==> src/rtl/spi_rx_word_deser_if.sv <==
// Bundle between the serial RX pins and the parallel word output of the SPI RX deserialiser.
// The slave side is the deserialiser; the master side drives the serial stream.
interface spi_rx_word_deser_if #(
  parameter int unsigned WORD_W = 16,
  parameter int unsigned ADDR_W = 3
);
  logic              RX_DATA;
  logic              RX_LOAD;
  logic              RX_STOP;
  logic [ADDR_W-1:0] P_ADDR;
  logic [WORD_W-1:0] P_DATA;
  logic              P_ENA;
  logic              FRAME_ERR;
  logic [7:0]        ERR_CNT;

  modport master (
    output RX_DATA, RX_LOAD, RX_STOP,
    input  P_ADDR, P_DATA, P_ENA, FRAME_ERR, ERR_CNT
  );

  modport slave (
    input  RX_DATA, RX_LOAD, RX_STOP,
    output P_ADDR, P_DATA, P_ENA, FRAME_ERR, ERR_CNT
  );
endinterface

==> src/rtl/spi_rx_word_deser.sv <==
// SPI RX front end: assembles RX_LOAD-framed serial bits into WORD_W-bit words, tags each with its
// position in the message, and drops/counts truncated words.
module spi_rx_word_deser #(
  parameter int unsigned WORD_W    = 16,
  parameter int unsigned ADDR_W    = 3,
  parameter bit          MSB_FIRST = 1'b1
) (
  input logic                RX_CLK,
  input logic                RST,
  spi_rx_word_deser_if.slave bus
);

  localparam int unsigned     CntW    = $clog2(WORD_W + 1);
  localparam logic [CntW-1:0] LastCnt = CntW'(WORD_W - 1);

  typedef enum logic [0:0] {StIdle, StShift} state_e;

  state_e            state_q, state_d;
  logic [WORD_W-1:0] shift_q, shift_d, shifted;
  logic [CntW-1:0]   bit_cnt_q, bit_cnt_d;
  logic [ADDR_W-1:0] word_idx_q, word_idx_d;
  logic [ADDR_W-1:0] p_addr_q, p_addr_d;
  logic [WORD_W-1:0] p_data_q, p_data_d;
  logic              p_ena_q, p_ena_d;
  logic              frame_err_q, frame_err_d;
  logic [7:0]        err_cnt_q, err_cnt_d;
  logic              last_bit;

  // Shift register contents once the current RX_DATA bit has been taken in.
  always_comb begin
    if (MSB_FIRST) begin
      shifted = (shift_q << 1) | WORD_W'(bus.RX_DATA);
    end else begin
      shifted             = shift_q >> 1;
      shifted[WORD_W-1]   = bus.RX_DATA;
    end
  end

  // A completing bit wins over RX_STOP: the word is delivered, then the index restarts.
  assign last_bit = bus.RX_LOAD && (bit_cnt_q == LastCnt);

  always_comb begin
    state_d     = state_q;
    shift_d     = shift_q;
    bit_cnt_d   = bit_cnt_q;
    word_idx_d  = word_idx_q;
    p_addr_d    = p_addr_q;
    p_data_d    = p_data_q;
    p_ena_d     = 1'b0;
    frame_err_d = 1'b0;
    err_cnt_d   = err_cnt_q;

    unique case (state_q)
      StIdle: begin
        if (last_bit) begin
          p_data_d   = shifted;
          p_addr_d   = word_idx_q;
          word_idx_d = word_idx_q + 1'b1;
          p_ena_d    = 1'b1;
          shift_d    = '0;
          bit_cnt_d  = '0;
        end else if (bus.RX_LOAD && !bus.RX_STOP) begin
          shift_d   = shifted;
          bit_cnt_d = CntW'(1);
          state_d   = StShift;
        end
      end
      StShift: begin
        if (last_bit) begin
          p_data_d   = shifted;
          p_addr_d   = word_idx_q;
          word_idx_d = word_idx_q + 1'b1;
          p_ena_d    = 1'b1;
          shift_d    = '0;
          bit_cnt_d  = '0;
          state_d    = StIdle;
        end else if (bus.RX_STOP || !bus.RX_LOAD) begin
          shift_d     = '0;
          bit_cnt_d   = '0;
          frame_err_d = 1'b1;
          if (err_cnt_q != 8'hFF) begin
            err_cnt_d = err_cnt_q + 8'd1;
          end
          state_d     = StIdle;
        end else begin
          shift_d   = shifted;
          bit_cnt_d = bit_cnt_q + 1'b1;
        end
      end
    endcase

    if (bus.RX_STOP) begin
      word_idx_d = '0;
    end
  end

  always_ff @(posedge RX_CLK or negedge RST) begin
    if (!RST) begin
      state_q     <= StIdle;
      shift_q     <= '0;
      bit_cnt_q   <= '0;
      word_idx_q  <= '0;
      p_addr_q    <= '0;
      p_data_q    <= '0;
      p_ena_q     <= 1'b0;
      frame_err_q <= 1'b0;
      err_cnt_q   <= '0;
    end else begin
      state_q     <= state_d;
      shift_q     <= shift_d;
      bit_cnt_q   <= bit_cnt_d;
      word_idx_q  <= word_idx_d;
      p_addr_q    <= p_addr_d;
      p_data_q    <= p_data_d;
      p_ena_q     <= p_ena_d;
      frame_err_q <= frame_err_d;
      err_cnt_q   <= err_cnt_d;
    end
  end

  assign bus.P_ADDR    = p_addr_q;
  assign bus.P_DATA    = p_data_q;
  assign bus.P_ENA     = p_ena_q;
  assign bus.FRAME_ERR = frame_err_q;
  assign bus.ERR_CNT   = err_cnt_q;

endmodule

==> src/flat_wrapper.sv <==
// flat-port wrapper written by rule: the top's interface ports become plain ports
module spi_rx_word_deser_flat 
#(
  parameter int unsigned WORD_W    = 16,
  parameter int unsigned ADDR_W    = 3,
  parameter bit          MSB_FIRST = 1'b1
)
  (RX_CLK, RST, bus_RX_DATA, bus_RX_LOAD, bus_RX_STOP, bus_P_ADDR, bus_P_DATA, bus_P_ENA, bus_FRAME_ERR, bus_ERR_CNT);
  spi_rx_word_deser_if #(.WORD_W(WORD_W), .ADDR_W(ADDR_W)) bus_i ();
  input logic RX_CLK;
  input logic RST;
  input wire logic [$bits(bus_i.RX_DATA)-1:0] bus_RX_DATA;
  input wire logic [$bits(bus_i.RX_LOAD)-1:0] bus_RX_LOAD;
  input wire logic [$bits(bus_i.RX_STOP)-1:0] bus_RX_STOP;
  output wire logic [$bits(bus_i.P_ADDR)-1:0] bus_P_ADDR;
  output wire logic [$bits(bus_i.P_DATA)-1:0] bus_P_DATA;
  output wire logic [$bits(bus_i.P_ENA)-1:0] bus_P_ENA;
  output wire logic [$bits(bus_i.FRAME_ERR)-1:0] bus_FRAME_ERR;
  output wire logic [$bits(bus_i.ERR_CNT)-1:0] bus_ERR_CNT;
  assign bus_i.RX_DATA = bus_RX_DATA;
  assign bus_i.RX_LOAD = bus_RX_LOAD;
  assign bus_i.RX_STOP = bus_RX_STOP;
  assign bus_P_ADDR = bus_i.P_ADDR;
  assign bus_P_DATA = bus_i.P_DATA;
  assign bus_P_ENA = bus_i.P_ENA;
  assign bus_FRAME_ERR = bus_i.FRAME_ERR;
  assign bus_ERR_CNT = bus_i.ERR_CNT;
  spi_rx_word_deser #(.WORD_W(WORD_W), .ADDR_W(ADDR_W), .MSB_FIRST(MSB_FIRST)) u_core (.RX_CLK(RX_CLK), .RST(RST), .bus(bus_i));
endmodule
==> config.mk <==
export PLATFORM = sky130hd
export DESIGN_NAME = spi_rx_word_deser_flat
export DESIGN_NICKNAME = d
export VERILOG_FILES = /design/src/rtl/spi_rx_word_deser_if.sv /design/src/rtl/spi_rx_word_deser.sv /design/src/flat_wrapper.sv
export SDC_FILE = /design/constraint.sdc
export NUM_CORES = 1
export LEC_CHECK = 0
export BUFFER_PORTS_ARGS = -buffer_cell sky130_fd_sc_hd__buf_4
export CORE_ASPECT_RATIO = 0.7
export CORE_MARGIN = 2
export CORE_UTILIZATION = 40
export CTS_BUF_LIST = sky130_fd_sc_hd__clkbuf_4
export DETAILED_ROUTE_END_ITERATION = 7
export PLACE_DENSITY = 0.57
export SKIP_CTS_REPAIR_TIMING = 1
export SYNTH_ARGS = -nofsm -noshare
export SYNTH_HDL_FRONTEND = slang
export SYNTH_SLANG_ARGS = --single-unit
==> constraint.sdc <==
create_clock -name RX_CLK -period 3.3 [get_ports RX_CLK]
set_input_delay 0.165 -clock RX_CLK [delete_from_list [all_inputs] [get_ports RX_CLK]]
set_output_delay 0.165 -clock RX_CLK [all_outputs]
set_load 0.02 [all_outputs]
==> impl_metrics.tcl <==
set metrics [dict create \
    status "complete, no violations" \
    tightestPinTransition_ps 881 \
    p_leak_nw 1.28 \
    r2r_setup_slack_ps 920 \
    place.gp.congestion 0.790 \
    drt_iter0_markers 67 \
    cap_violations 0 \
    die_w_um 91.2 \
    vias 1366 \
    syn_to_final_growth_pct 19.3 \
    die_area_um2 5940 \
    setup_viol 0 \
    synth_area_um2 2130 \
    first_global_vias 1368 \
    min_path_type "in -> reg" \
    nets 200 \
    track_usage_pct 14.8 \
    cp_top_family "simple AND/OR/NAND/NOR gates" \
    first_pass_iters 5 \
    drtAntennaViolNets 0 \
    grt_max_degree 54 \
    boundaryPins 34 \
    rsz0062_at_grt "false" \
    post-route-period-util_pct 72.1 \
    synth_edf_count 0 \
    hpwl_mm 2.69 \
    slowest_delay_ps 680 \
    crit_path_end_kind "register" \
    root_buffer "clkbuf_4" \
    htreeDepth 2 \
    syn-instance-count 153 \
    routed_via_density 5.17 \
    yosys_warnings 0 \
    hold_depth 2 \
    power_density_nw_per_um2 533 \
    critPathLaunchType "register" \
    setup_tns_ps 0 \
    routed_wl_mm 4.05 \
    drive_above_1_share_pct 35.4 \
    whs_endpoint "u_core.shift_q[0]" \
    finalClockSkew_ps 15.4 \
    cts_tree "done" \
    whs_ps 18.4 \
    insertion_delay_ps 360 \
    core_um2 5170 \
    synth_async_sr_flop_share_pct 100 \
    p_total_mw 1.35 \
    ys_types 29 \
    cp_cell_sequence "ha_1 -> and3_1 -> ha_1 -> nand2_1 -> buf_4 -> xor2_1 -> nor2_1" \
    antenna_cells 0 \
    port_buffers 33 \
    crit_top_cell "ha_1" \
    required_ps 3560 \
    drc 0 \
    worstPathMaxFanout 21 \
    cts_buffers 5 \
    clk_pin_slew_ps 150 \
    hold_viol 0 \
    slew_headroom_pct 41.1 \
    min_from "bus_RX_DATA" \
    r2r_start "u_core.bit_cnt_q[0]" \
    grt_pass1_wl_mm 6.84 \
    num_rows 22 \
    wl_per_cell_um 15.3 \
    max_freq_mhz 420 \
    reg2reg_to "u_core.word_idx_q[0]" \
    syn_area_per_cell_um2 13.9 \
    path_buf_inv 1 \
    criticalPathCategory "reg -> reg" \
    synth_fp_nets 162 \
    clkSinkCount 53 \
    fin_crit_ps 2380 \
    synth-seq-cells 53 \
    initial_utilization_pct 41.2 \
    clock_path_buffers 2 \
    ir_drop_v 0.000220 \
    chipHeight_um 65.1 \
    reg2reg_depth 7 \
    overflow 0 \
    antenna_found_initial 0 \
    dominantRegCellSynth "dfrtp_1" \
    drv_slew 0 \
    crit_arrival_ps 2640 \
    cpMaxStageDelayCell "nand2_1" \
    synth-seq-area-share_pct 62.2 \
]
-- worst max-delay path by stage --
| stage | startpoint | endpoint | slack [ps] | cells past startpoint |
|---|---|---|---|---|
| final | u_core.bit_cnt_q[0] | u_core.word_idx_q[0] | 920 | 7 |
| after global routing | u_core.bit_cnt_q[0] | u_core.word_idx_q[0] | 740 | 7 |
| after CTS | u_core.bit_cnt_q[0] | u_core.word_idx_q[0] | 890 | 7 |
| after detailed placement | u_core.bit_cnt_q[0] | u_core.word_idx_q[0] | 920 | 7 |
| after global placement | u_core.bit_cnt_q[0] | u_core.word_idx_q[0] | 1040 | 7 |
| after floorplan | u_core.bit_cnt_q[0] | u_core.bus.ERR_CNT[1] | 1410 | 7 |
-- flip-flops by register name, indices dropped and copies added (netlist names) --
signal / cells
u_core.bus.P_DATA: 16
u_core.bus.P_ADDR: 3
u_core.bus.ERR_CNT: 8
u_core.bus.P_ENA: 1
u_core.shift_q: 15
u_core.state_q: 1
u_core.bit_cnt_q: 5
u_core.bus.FRAME_ERR: 1
u_core.word_idx_q: 3
-- through the flow --
step	std cells	area [um2]	worst slack [ps]	utilization, %
3_3_place_gp	255	2450	1040	47.4
5_1_grt	264	2540	738	49.1
2_1_floorplan	153	2130	1410	-
3_5_place_dp	255	2450	917	47.4
4_1_cts	263	2530	892	48.9
6_report	264	2540	921	49.1
-- cells in the mapped netlist, types with 2 or more instances --
cell,number,area share [%]
dfrtp_1,53,62
mux2_2,20,11
a22o_1,16,6.6
nand3_1,9,2.1
nand2_1,7,1.2
o21ai_0,5,1.2
buf_2,4,0.94
ha_1,4,2.3
nor2_1,4,0.70
a21oi_1,3,0.70
inv_1,3,0.53
nand4_1,3,0.88
xor2_1,3,1.2
and3_1,2,0.59
o21a_1,2,0.70
xnor2_1,2,0.82
-- power by group --
group	switching [mW]	total [mW]	leakage [nW]	internal, mW
sequential	0.0628	0.759	0.716	0.696
combinational	0.126	0.234	0.518	0.108
clock	0.194	0.361	0.0433	0.166
total	0.383	1.35	1.28	0.970
-- layer usage --
metal / up-vias / global-route usage, % / share of wire [%]
li1: 634 / - / -
met3: 4 / 3.84 / 4.9
met5: - / 0 / 0
met1: 689 / 22.1 / 50
met2: 39 / 20.9 / 44
met4: 0 / 4.55 / 0.94
-- layout by cell type (no fill, tap or decap), types with 2 or more instances in the layout --
master | Yosys | layout
a22o_1 | 16 | 16
dfrtp_1 | 53 | 53
o21a_1 | 2 | 2
inv_1 | 3 | 3
o21ai_0 | 5 | 5
nand3_1 | 9 | 9
and3_1 | 2 | 2
xor2_1 | 3 | 3
a21oi_1 | 3 | 3
xnor2_1 | 2 | 2
ha_1 | 4 | 4
clkbuf_4 | 0 | 6
nor2_1 | 4 | 4
nand2_1 | 7 | 7
mux2_2 | 20 | 20
nand4_1 | 3 | 3
buf_4 | 0 | 35
-- layout make-up --
class	instances	area [um2]
multi-input cells	92	762
flip-flops and latches	53	1330
inverters	3	11.3
repair buffers	36	273
clock buffers	6	45.0
fillers	483	2630
well taps	72	90.1
clock inverters	2	33.8
-- logic make-up after synthesis --
group | synth area share (%)
DFF | 62.2
and+or+nand+nor | 8.69
AOI/OAI and AO/OA | 10.9
muxes | 11.7
buffers and inverters | 2.00
xor gates and xnor gates | 2.06
adders and majority gates | 2.35
(Power assumes the default switching activity.)
